==> src/rtl/adder_pkg.sv <==
// Shared definitions for the chunked sequential adder: FSM encoding and chunk-count helpers.
package adder_pkg;

  typedef enum logic {
    IDLE = 1'b0,
    BUSY = 1'b1
  } state_e;

  function automatic int n_chunks(input int nb_bits, input int chunk);
    return nb_bits / chunk;
  endfunction

  // Counter must be at least one bit even when a single chunk covers the whole word.
  function automatic int cnt_width(input int n);
    return (n > 1) ? $clog2(n) : 1;
  endfunction

  function automatic bit chunks_ok(input int nb_bits, input int chunk);
    return (chunk >= 1) && (chunk <= nb_bits) && ((nb_bits % chunk) == 0);
  endfunction

endpackage

==> src/rtl/chunk_adder.sv <==
// Combinational CHUNK-bit adder with carry in/out; zero latency, no flow control.
module chunk_adder #(
  parameter int CHUNK = 4
) (
  output logic             co,
  output logic [CHUNK-1:0] s,
  input  logic [CHUNK-1:0] a,
  input  logic [CHUNK-1:0] b,
  input  logic             ci
);

  logic [CHUNK:0] sum;

  assign sum     = {1'b0, a} + {1'b0, b} + {{CHUNK{1'b0}}, ci};
  assign {co, s} = sum;

endmodule

==> src/rtl/multi_cycle_adder.sv <==
// Wide add/subtract computed CHUNK bits per cycle; done pulses N_CHUNKS cycles after acceptance.
// Backpressure: start is only taken while ready=1; requests during BUSY are dropped, not queued.
module multi_cycle_adder
  import adder_pkg::*;
#(
  parameter int NB_BITS = 16,
  parameter int CHUNK   = 4
) (
  input  logic               clk,
  input  logic               reset,
  input  logic               start,
  input  logic               sub,
  input  logic [NB_BITS-1:0] a,
  input  logic [NB_BITS-1:0] b,
  input  logic               ci,
  output logic               ready,
  output logic               done,
  output logic [NB_BITS-1:0] s,
  output logic               co
);

  localparam int N_CHUNKS = n_chunks(NB_BITS, CHUNK);
  localparam int CNT_W    = cnt_width(N_CHUNKS);
  localparam logic [CNT_W-1:0] LAST_IDX = CNT_W'(N_CHUNKS - 1);

  if (!chunks_ok(NB_BITS, CHUNK)) begin : g_bad_cfg
    $error("multi_cycle_adder: NB_BITS must be a non-zero multiple of CHUNK");
  end

  state_e             state_q, state_d;
  logic               ready_q, ready_d;
  logic               done_q, done_d;
  logic [NB_BITS-1:0] a_q, a_d;
  logic [NB_BITS-1:0] b_q, b_d;
  logic               carry_q, carry_d;
  logic [NB_BITS-1:0] s_q, s_d;
  logic               co_q, co_d;
  logic [CNT_W-1:0]   idx_q, idx_d;

  logic [31:0]        base;
  logic [CHUNK-1:0]   a_chunk, b_chunk, sum_r;
  logic               sum_c;

  assign base    = 32'(idx_q) * 32'(CHUNK);
  assign a_chunk = a_q[base +: CHUNK];
  assign b_chunk = b_q[base +: CHUNK];

  chunk_adder #(.CHUNK(CHUNK)) u_chunk_adder (
    .co (sum_c),
    .s  (sum_r),
    .a  (a_chunk),
    .b  (b_chunk),
    .ci (carry_q)
  );

  always_comb begin
    state_d = state_q;
    ready_d = ready_q;
    done_d  = 1'b0;
    a_d     = a_q;
    b_d     = b_q;
    carry_d = carry_q;
    s_d     = s_q;
    co_d    = co_q;
    idx_d   = idx_q;
    case (state_q)
      IDLE: begin
        if (start) begin
          // Subtraction is folded into the operand: a + ~b + 1.
          a_d     = a;
          b_d     = sub ? ~b : b;
          carry_d = sub ? 1'b1 : ci;
          s_d     = '0;
          co_d    = 1'b0;
          idx_d   = '0;
          ready_d = 1'b0;
          state_d = BUSY;
        end
      end
      BUSY: begin
        s_d[base +: CHUNK] = sum_r;
        carry_d            = sum_c;
        if (idx_q == LAST_IDX) begin
          co_d    = sum_c;
          done_d  = 1'b1;
          ready_d = 1'b1;
          idx_d   = '0;
          state_d = IDLE;
        end else begin
          idx_d = idx_q + CNT_W'(1);
        end
      end
    endcase
  end

  always_ff @(posedge clk) begin
    if (reset) begin
      state_q <= IDLE;
      ready_q <= 1'b1;
      done_q  <= 1'b0;
      a_q     <= '0;
      b_q     <= '0;
      carry_q <= 1'b0;
      s_q     <= '0;
      co_q    <= 1'b0;
      idx_q   <= '0;
    end else begin
      state_q <= state_d;
      ready_q <= ready_d;
      done_q  <= done_d;
      a_q     <= a_d;
      b_q     <= b_d;
      carry_q <= carry_d;
      s_q     <= s_d;
      co_q    <= co_d;
      idx_q   <= idx_d;
    end
  end

  assign ready = ready_q;
  assign done  = done_q;
  assign s     = s_q;
  assign co    = co_q;

endmodule

==> config.mk <==
export PLATFORM = sky130hd
export DESIGN_NAME = multi_cycle_adder
export DESIGN_NICKNAME = d
export VERILOG_FILES = /design/src/rtl/adder_pkg.sv /design/src/rtl/chunk_adder.sv /design/src/rtl/multi_cycle_adder.sv
export SDC_FILE = /design/constraint.sdc
export NUM_CORES = 1
export LEC_CHECK = 0
export ABC_AREA = 1
export BUFFER_PORTS_ARGS = -buffer_cell sky130_fd_sc_hd__buf_2
export CELL_PAD_IN_SITES_DETAIL_PLACEMENT = 0
export CELL_PAD_IN_SITES_GLOBAL_PLACEMENT = 1
export CORE_MARGIN = 2
export CORE_UTILIZATION = 40
export CTS_CLUSTER_DIAMETER = 50
export DETAILED_ROUTE_END_ITERATION = 7
export PLACE_DENSITY_LB_ADDON = 0.1
export RECOVER_POWER = 25
export REMOVE_ABC_BUFFERS = 1
export SETUP_SLACK_MARGIN = 0.02
export SYNTH_ARGS = -nofsm -noshare
export SYNTH_HDL_FRONTEND = slang
export SYNTH_SLANG_ARGS = --single-unit
==> constraint.sdc <==
create_clock -name clk -period 4 [get_ports clk]
set_input_delay 0.2 -clock clk [delete_from_list [all_inputs] [get_ports clk]]
set_output_delay 0.2 -clock clk [all_outputs]
set_load 0.02 [all_outputs]
==> metrics.txt, run 1 <==
PD cells 401.9 nW/um^2; post-route minimum period 2564 ps; FP Rows 29; layout cell share with drive strength beyond 1 15.14%; Post-CTS Setup Bufs 0; Mean Syn Cell Area 7.854 sq um; RSZ-0062 raised after global routing no; worst skew pair latency 310 ps; Crit Path Class register to register; PortBufs 55; hold buffers post-CTS 0; Setup crit start kind register; Horiz. Die Dim 83.88 microns; Crit Path Max Fanout 12; Arr. time, crit path 2810 ps; f_max 390.1 MHz; Clock Tree Buf Depth 2; top post-synthesis cells by area dfxtp_1 43%, o21ai_0 10%, nor2_1 8.4%; share of the synthesized area in the top cell type 43.14%; crit end category register; multi-input gate area in the final layout 1285 sq um; WP data required 4250 ps; final setup violation count 0; Remaining DRCs 0; hpwl dp 3946 microns; Cells after Synth 325; TritonCTS Buffers 5; Routed Antenna Nets 0; first-pass GRT wire length 10040 microns; H-Tree Level Count 2; Yosys reg bits 55; Synth area leader dfxtp_1; Iteration-0 DRC Markers 92; NumNets Final 415; Initial Util 40.66%; CTS tree yes; Fillers 684; peak supply drop 0.2258 mV; Initial DRT Pass Iterations 4; vias in the first global route 2125; Sum Neg Setup Slack 0 ps; most common cell after layout, fill and taps aside nor2_1; Fin. Hold Viols 0; die height 83.88 microns; reported max-cap violation count 0; max incr delay on CP 560 ps; clk_skew 5.781 ps; Buf/Inv on CP 1; Ant. Diodes 0; synthesis-to-layout area growth 13.43%; crit-path cells inv_1, o21ai_0, o22ai_1, fa_1, fa_1, nand2_1, nor2_1, nand2_1, a21oi_1; die area 7036 sq um; io pins 56; register area share after synthesis 43.14%; vias per inst 4.989; GPL Wtd Cong 0.8380; core area 6277 sq um; Vias 2230; Tcrit/Tclk final 64.09%; delay-heaviest family, CP adder cells; YS warnings 0; Sink Count 55; post_cts resized 0; Worst-path clk slew 90 ps; hold crit path type input pin to register; Max-slew headroom 42.24%; Routed WL per cell 12.80 microns; Cell Area, Synth 2552 sq um; Routed Wire Length 5723 microns; leakage 1.170 nW; most frequent cells in the layout 57 x nor2_1, 55 x dfxtp_1, 51 x o21ai_0, 39 x a21oi_1, 38 x nand2_1; clock root cell clkbuf_8; post-layout util 46.12%; storage element area 1101 sq um; GR Util All Layers 17.45%; Distinct cells, synth 27; Slew @ Worst Pin 865.5 ps; pin count of the biggest net entering global routing 55; antenna violations before repair 0; Final Slew Violations 0; R2R Setup Slk 1440 ps; status complete, no violations; Critical-path top delay cell fa_1; GRT overflow 0
[state kept, by name, indices dropped and copies added, names as in the netlist]
signal	count
a_q	16
idx_q	2
done	1
b_q	16
ready	1
s	16
co	1
state_q	1
carry_q	1
[cells in the mapped netlist, drive strengths merged]
| cell type | count |
|---|---|
| o21ai | 52 |
| a32oi | 1 |
| nand2 | 40 |
| o211a | 1 |
| clkbuf | 6 |
| nand3 | 6 |
| ha | 7 |
| fa | 2 |
| nor4 | 2 |
| nor2 | 60 |
| a21oi | 39 |
| nand4 | 3 |
| o22ai | 6 |
| inv | 14 |
| nor3 | 1 |
| dfxtp | 55 |
| xnor2 | 16 |
| o21a | 1 |
| buf | 13 |
[final timing paths]
check,from,to,cells past startpoint
worst max-delay path,idx_q[1]$_SDFFE_PP0P_,s[13]$_SDFFE_PP0P_,9
worst min register to register,s[12]$_SDFFE_PP0P_,s[12]$_SDFFE_PP0P_,2
worst min-delay path,a[12],a_q[12]$_SDFFE_PP0P_,3
worst max register to register,idx_q[1]$_SDFFE_PP0P_,s[13]$_SDFFE_PP0P_,9
[per-stage QoR]
stage	setup slack [ps]	cells	instance area (sq um)	total power [mW]	hold slack (ps)
final	1436	447	2895	1.164	103.6
after global routing	1187	447	2895	1.237	108.0
after global placement	1570	439	2818	0.8412	421.8
after CTS	1437	447	2918	1.176	99.56
after detailed placement	1459	439	2818	0.8429	429.0
after floorplan	1389	306	2439	0.7644	269.1
[routing by layer]
layer / wire, microns / vias to the layer above / share of wire (%) / global-route usage, %
li1: - / 1166 / - / -
met1: 2744 / 1001 / 48 / 22.31
met2: 2622 / 54 / 46 / 29.02
met5: 0 / - / 0 / 0
met3: 255 / 9 / 4.5 / 3.462
met4: 101 / 0 / 1.8 / 6.598
[cell type report]
type                    count  area share, %
inverters                  14          1.815
flip-flops and latches     55          38.03
clock buffers               8          3.457
multi-input cells         237          44.38
repair buffers             56          8.989
well taps                  77          3.328
[worst min-delay path, cell delays in order]
cell and delay (ps):
buf_2 70, nor2_1 30, nor2_1 80
[where the power goes]
group / switching (mW) / leakage [nW] / internal (mW)
registers: 0.0210 / 0.452 / 0.581
logic: 0.142 / 0.667 / 0.0834
clock network: 0.178 / 0.0515 / 0.158
[cells by family (layout without fill, tap and decap cells)]
family,after synthesis,in the layout,share of synthesized area [%]
flip-flops,55,55,43.14
AND/OR/NAND/NOR,112,112,19.51
buffers and inverters,33,78,6.520
AO/OA/AOI/OAI,100,100,20.34
adder cells (fa/ha/maj),9,9,5.000
XOR/XNOR,16,16,5.490
(Power assumes the default switching activity.)
==> run 2: changes to the inputs <==
--- a/config.mk
+++ b/config.mk
@@ -10,7 +10,7 @@
 export CELL_PAD_IN_SITES_DETAIL_PLACEMENT = 0
 export CELL_PAD_IN_SITES_GLOBAL_PLACEMENT = 1
 export CORE_MARGIN = 2
-export CORE_UTILIZATION = 40
+export CORE_UTILIZATION = 35
 export CTS_CLUSTER_DIAMETER = 50
 export DETAILED_ROUTE_END_ITERATION = 7
 export PLACE_DENSITY_LB_ADDON = 0.1
==> constraint.sdc (replaced) <==
create_clock -name clk -period 2.1 [get_ports clk]
set_input_delay 0.105 -clock clk [delete_from_list [all_inputs] [get_ports clk]]
set_output_delay 0.105 -clock clk [all_outputs]
set_load 0.02 [all_outputs]
==> run 2 against run 1 <==
Against the previous run: count of clock-buffer cells in the layout unchanged; critical path depth unchanged; wire length is 11% higher; register-to-register slack worse by 1400 ps; via count increased by 3.4%; sequential share of layout area down 2.6 points; worst setup slack got worse by 1400 ps; cell count grew 8.5%; combinational power grew 140%; clock power increased by 93%; fmax is 23% higher; critical path type unchanged; largest power group unchanged.
==> metrics.txt, run 2 (synthesized netlist as in run 1, its figures left out) <==
status complete, no violations (unchanged); worst skew pair latency 310 ps (about the same); Sum Neg Setup Slack 0 ps (unchanged); Crit Path Class register to register (unchanged); RSZ-0062 raised after global routing yes (was no); Iteration-0 DRC Markers 68 (was 92); hold path endpoint a_q[8]$_SDFFE_PP0P_ (was a_q[12]$_SDFFE_PP0P_); PD cells 749.5 nW/um^2 (was 401.9 nW/um^2); Tcrit/Tclk final 99.32% (was 64.09%); max incr delay on CP 560 ps (about the same); Vias 2305 (was 2230); Horiz. Die Dim 89.40 microns (was 83.88 microns); Power Total 2.339 mW (was 1.164 mW); Worst-path clk slew 100 ps (was 90 ps); Arr. time, crit path 2330 ps (was 2810 ps); antenna violations before repair 0 (unchanged); H-Tree Level Count 2 (unchanged); reported max-cap violation count 0 (unchanged); final setup violation count 0 (unchanged); r2r endpoint s[5]$_SDFFE_PP0P_ (was s[13]$_SDFFE_PP0P_); most frequent CP cell fa_2; hold buffers post-CTS 0 (unchanged); synthesis-to-layout area growth 22.25% (was 13.43%); crit-path cells buf_6, o21ai_4, o22ai_4, fa_2, fa_2, nand2_2, nor2_2, nand2_1, a21oi_2 (was inv_1, o21ai_0, o22ai_1, fa_1, fa_1, nand2_1, nor2_1, nand2_1, a21oi_1); FP Rows 31 (was 29); vias per inst 4.753 (was 4.989); GRT overflow 0 (unchanged); delay-heaviest family, CP adder cells (unchanged); worst slack, placed -75.03 ps (was 1459 ps); Clock Tree Buf Depth 2 (unchanged); post-route insts no fill 485 (was 447); most common cell after layout, fill and taps aside dfxtp_1 (was nor2_1); GR Util All Layers 16.42% (was 17.45%); Routed WL per cell 13.05 microns (was 12.80 microns); clock root cell clkbuf_8 (unchanged); FF-to-FF Start idx_q[0]$_SDFFE_PP0P_ (was idx_q[1]$_SDFFE_PP0P_); worst r2r path cells 9 (unchanged); WP data required 2350 ps (was 4250 ps); core area 7137 sq um (was 6277 sq um); first-pass GRT wire length 10190 microns (was 10040 microns); Sink Count 55 (unchanged); hpwl dp 4441 microns (was 3946 microns); placed insts 474 (was 439); Crit Path Max Fanout 4 (was 12); Ant. Diodes 0 (unchanged); final worst slack 14.31 ps (was 1436 ps); f_max 479.5 MHz (was 390.1 MHz); Fillers 807 (was 684); post-place instance area 2943 sq um (was 2818 sq um); Hold WS 10.57 ps (was 103.6 ps); Final Slew Violations 0 (unchanged); worst hold start a[8] (was a[12]); die height 89.40 microns (was 83.88 microns); Max-slew headroom 41.00% (was 42.24%); CTS tree yes (unchanged); layout cell share with drive strength beyond 1 24.09% (was 15.14%); peak supply drop 0.2860 mV (was 0.2258 mV); final instance area 3120 sq um (was 2895 sq um); worst hold stages 3 (unchanged); vias in the first global route 2172 (was 2125); pin count of the biggest net entering global routing 35 (was 55); Critical-path top delay cell fa_2 (was fa_1); NumNets Final 431 (was 415); Slew @ Worst Pin 884.1 ps (was 865.5 ps); Fin. Hold Viols 0 (unchanged); crit end category register (unchanged); most frequent cells in the layout 54 x dfxtp_1, 53 x nor2_1, 47 x o21ai_0, 39 x buf_2, 36 x a21oi_1 (was 57 x nor2_1, 55 x dfxtp_1, 51 x o21ai_0, 39 x a21oi_1, 38 x nand2_1); Remaining DRCs 0 (unchanged); clk_skew 8.092 ps (was 5.781 ps); GPL Wtd Cong 0.8628 (was 0.8380); Routed Antenna Nets 0 (unchanged); TritonCTS Buffers 5 (unchanged); Initial Util 35.76% (was 40.66%); post-layout util 43.72% (was 46.12%); Setup crit start kind register (unchanged); io pins 56 (unchanged); die area 7991 sq um (was 7036 sq um); PortBufs 55 (unchanged); Buf/Inv on CP 1 (unchanged); post-route minimum period 2086 ps (was 2564 ps); Routed Wire Length 6330 microns (was 5723 microns); leakage 1.261 nW (was 1.170 nW); R2R Setup Slk 10 ps (was 1440 ps); Initial DRT Pass Iterations 4 (unchanged); hold crit path type input pin to register (unchanged)
-- run 2: where the power goes --
part | internal, mW | switching (mW)
combinational | 0.228 | 0.313
sequential | 1.11 | 0.0408
clock | 0.302 | 0.348
-- run 2: repair_timing --
item                       in CTS  in global routing
setup endpoints to repair      10                 14
pin swaps                       7                  7
gates resized for setup        12                 16
buffers inserted                1                  2
-- run 2: per-layer routing --
layer	GRT usage, %	part of all wire, %	wire [microns]	up-vias
met3	3.324	4.3	270	9
li1	-	-	-	1200
met2	27.88	47	2945	57
met5	0	0	0	-
met1	21.05	48	3032	1039
met4	4.885	1.3	82	0
-- run 2: how the worst max path moves through the flow --
stage	to	cells past startpoint	from
3_3_place_gp	carry_q$_SDFFE_PP0P_	10	idx_q[0]$_SDFFE_PP0P_
3_5_place_dp	carry_q$_SDFFE_PP0P_	10	idx_q[0]$_SDFFE_PP0P_
5_1_grt	s[5]$_SDFFE_PP0P_	9	idx_q[0]$_SDFFE_PP0P_
2_1_floorplan	s[10]$_SDFFE_PP0P_	9	idx_q[0]$_SDFFE_PP0P_
4_1_cts	s[5]$_SDFFE_PP0P_	9	idx_q[0]$_SDFFE_PP0P_
6_report	s[5]$_SDFFE_PP0P_	9	idx_q[0]$_SDFFE_PP0P_
-- run 2: layout make-up --
cell class                      instances  area (sq um)  area share (%)
Multi-Input combinational cell        237          1350           43.26
Inverter                               14         55.05           1.764
Sequential cell                        55          1105           35.41
Tap cell                               99         123.9           3.970
Timing Repair Buffer                   72         386.6           12.39
Clock buffer                            8         100.1           3.208
-- run 2: worst register-to-register path, cell delays in order, from the launching register on --
cell and delay (ps):
dfxtp_4 370, buf_6 130, o21ai_4 140, o22ai_4 90
fa_2 380, fa_2 560, nand2_2 60, nor2_2 110
nand2_1 70, a21oi_2 120
==> run 3: changes to the inputs <==
--- a/config.mk
+++ b/config.mk
@@ -9,11 +9,11 @@
 export BUFFER_PORTS_ARGS = -buffer_cell sky130_fd_sc_hd__buf_2
 export CELL_PAD_IN_SITES_DETAIL_PLACEMENT = 0
 export CELL_PAD_IN_SITES_GLOBAL_PLACEMENT = 1
-export CORE_MARGIN = 2
+export CORE_MARGIN = 1
 export CORE_UTILIZATION = 35
 export CTS_CLUSTER_DIAMETER = 50
 export DETAILED_ROUTE_END_ITERATION = 7
-export PLACE_DENSITY_LB_ADDON = 0.1
+export PLACE_DENSITY_LB_ADDON = 0.2
 export RECOVER_POWER = 25
 export REMOVE_ABC_BUFFERS = 1
 export SETUP_SLACK_MARGIN = 0.02
==> run 3 against run 2 <==
Against the previous run: clock power shrank 11%; critical endpoint is now carry_q$_SDFFE_PP0P_; cell area grew 1.3%; cell count grew 0.41%; register-to-register slack lost 20 ps; the run now ends with setup timing left; flip-flop and latch count is the same; hold slack lost 0.99 ps.
==> metrics.txt, run 3 (synthesized netlist as in run 1, its figures left out) <==
status complete, but fails checks (was complete, no violations); failing checks setup timing; synthesis-to-layout area growth 23.87% (was 22.25%); Vias 2348 (was 2305); worst skew pair latency 310 ps (about the same); Seq pwr share 50.1% (was 49.1%); peak supply drop 0.2424 mV (was 0.2860 mV); leakage 1.281 nW (was 1.261 nW); FP Rows 30 (was 31); Horiz. Die Dim 87.40 microns (was 89.40 microns); Initial DRT Pass Iterations 4 (unchanged); io pins 56 (unchanged); Routed WL per cell 12.87 microns (was 13.05 microns); Slew @ Worst Pin 894.3 ps (was 884.1 ps); post-layout util 45.78% (was 43.72%); pin count of the biggest net entering global routing 35 (unchanged); Hold WS 9.582 ps (was 10.57 ps); H-Tree Level Count 2 (unchanged); Routed Antenna Nets 0 (unchanged); GRT overflow 0 (unchanged); Remaining DRCs 0 (unchanged); placed insts 476 (was 474); Initial Util 36.96% (was 35.76%); Routed Wire Length 6267 microns (was 6330 microns); NumNets Final 436 (was 431); die area 7638 sq um (was 7991 sq um); max incr delay on CP 430 ps (was 560 ps); GR Util All Layers 17.66% (was 16.42%); Sum Neg Setup Slack -7.097 ps (was 0 ps); Crit Path Max Fanout 9 (was 4); Ant. Diodes 0 (unchanged); GPL Wtd Cong 0.8347 (was 0.8628); first-pass GRT wire length 10400 microns (was 10190 microns); hpwl dp 4522 microns (was 4441 microns); Setup crit start kind register (unchanged); Comb power frac 24.6% (was 23.1%); switching portion of total power 30.86% (was 30.01%); RSZ-0062 raised after global routing yes (unchanged); most frequent cells in the layout 54 x dfxtp_1, 53 x nor2_1, 44 x o21ai_0, 39 x buf_2, 38 x a21oi_1 (was 54 x dfxtp_1, 53 x nor2_1, 47 x o21ai_0, 39 x buf_2, 36 x a21oi_1); Max-slew headroom 40.31% (was 41.00%); Critical-path top delay cell dfxtp_4 (was fa_2); die height 87.40 microns (was 89.40 microns); TritonCTS Buffers 5 (unchanged); post-route minimum period 2107 ps (was 2086 ps); final worst slack -6.979 ps (was 14.31 ps); f_max 474.6 MHz (was 479.5 MHz); vias per inst 4.821 (was 4.753); Sink Count 55 (unchanged); Fin. Hold Viols 0 (unchanged); Iteration-0 DRC Markers 92 (was 68); R2R Setup Slk -7 ps (was 10 ps); crit-path cells inv_8, o21ai_2, o22ai_2, fa_2, fa_2, nand2_2, buf_4, a21oi_1, o21a_1, nor2_1, nor2_1 (was buf_6, o21ai_4, o22ai_4, fa_2, fa_2, nand2_2, nor2_2, nand2_1, a21oi_2); Final Slew Violations 0 (unchanged); Tcrit/Tclk final 100.3% (was 99.32%); antenna violations before repair 0 (unchanged); clk_skew 11.99 ps (was 8.092 ps); WP data required 2300 ps (was 2350 ps); CTS tree yes (unchanged); most common cell after layout, fill and taps aside dfxtp_1 (unchanged); layout cell share with drive strength beyond 1 25.58% (was 24.09%); crit end category register (unchanged); reported max-cap violation count 0 (unchanged); clock network fraction of total power 25.2% (was 27.8%); post-route insts no fill 487 (was 485); Crit Path Class register to register (unchanged); Arr. time, crit path 2310 ps (was 2330 ps); worst slack, placed -94.04 ps (was -75.03 ps); PD cells 726.0 nW/um^2 (was 749.5 nW/um^2); vias in the first global route 2208 (was 2172); final setup violation count 2 (was 0); Worst-path clk slew 100 ps (about the same); Clock Tree Buf Depth 2 (unchanged); clock root cell clkbuf_8 (unchanged); core area 6907 sq um (was 7137 sq um); hold crit path type input pin to register (unchanged); PortBufs 55 (unchanged); Internal 1.587 mW (was 1.637 mW); Sw Pwr 708.3 uW (was 701.9 uW); Fillers 745 (was 807)
## run 3: path summary, 6_finish.rpt
check,from,end,depth (start not counted)
worst max-delay path,idx_q[0]$_SDFFE_PP0P_,carry_q$_SDFFE_PP0P_,11
worst min-delay path,a[7],a_q[7]$_SDFFE_PP0P_,3
worst max register to register,idx_q[0]$_SDFFE_PP0P_,carry_q$_SDFFE_PP0P_,11
worst min register to register,s[4]$_SDFFE_PP0P_,s[4]$_SDFFE_PP0P_,2
## run 3: metal layers
metal	up-vias	part of all wire [%]	track usage [%]
li1	1218	-	-
met1	1078	49	23.14
met2	45	47	29.90
met3	7	3.1	3.128
met4	0	1.1	4.471
met5	-	0	0
## run 3: area by class of cell
| cell class | count | area [sq um] | share of cell area (%) |
|---|---|---|---|
| Multi-Input combinational cell | 237 | 1356 | 42.90 |
| Clock inverter | 3 | 20.02 | 0.6332 |
| Inverter | 14 | 60.06 | 1.899 |
| Clock buffer | 5 | 68.82 | 2.176 |
| Timing Repair Buffer | 77 | 431.7 | 13.65 |
| Tap cell | 96 | 120.1 | 3.799 |
| Sequential cell | 55 | 1105 | 34.94 |
## run 3: what timing repair did
item / in CTS / in global routing
hold buffers: 0 / 0
resized for setup: 10 / 27
endpoints found under the setup margin: 14 / 14
gates cloned: 0 / 0
buffers inserted: 0 / 3
pin swaps: 0 / 11
## run 3: power by group through the flow
stage / Combinational, mW / Clock (mW) / Sequential [mW]
after floorplan: 0.282 / 0 / 1.17
after global placement: 0.496 / 0 / 1.17
after detailed placement: 0.497 / 0 / 1.17
after CTS: 0.512 / 0.596 / 1.15
after global routing: 0.633 / 0.648 / 1.16
final: 0.565 / 0.579 / 1.15
## run 3: metrics by stage
stage / total power, mW / instance area, sq um
2_1_floorplan: 1.456 / 2439
3_3_place_gp: 1.666 / 2977
3_5_place_dp: 1.667 / 2977
4_1_cts: 2.256 / 3092
5_1_grt: 2.442 / 3162
6_report: 2.296 / 3162
## run 3: critical path: cells and delay by family, from the launching register on
family | cells | cell delay (ps)
AO/OA/AOI/OAI | 4 | 440
adder cells (fa/ha/maj) | 2 | 760
buffers and inverters | 2 | 160
flip-flops | 1 | 430
AND/OR/NAND/NOR | 3 | 220
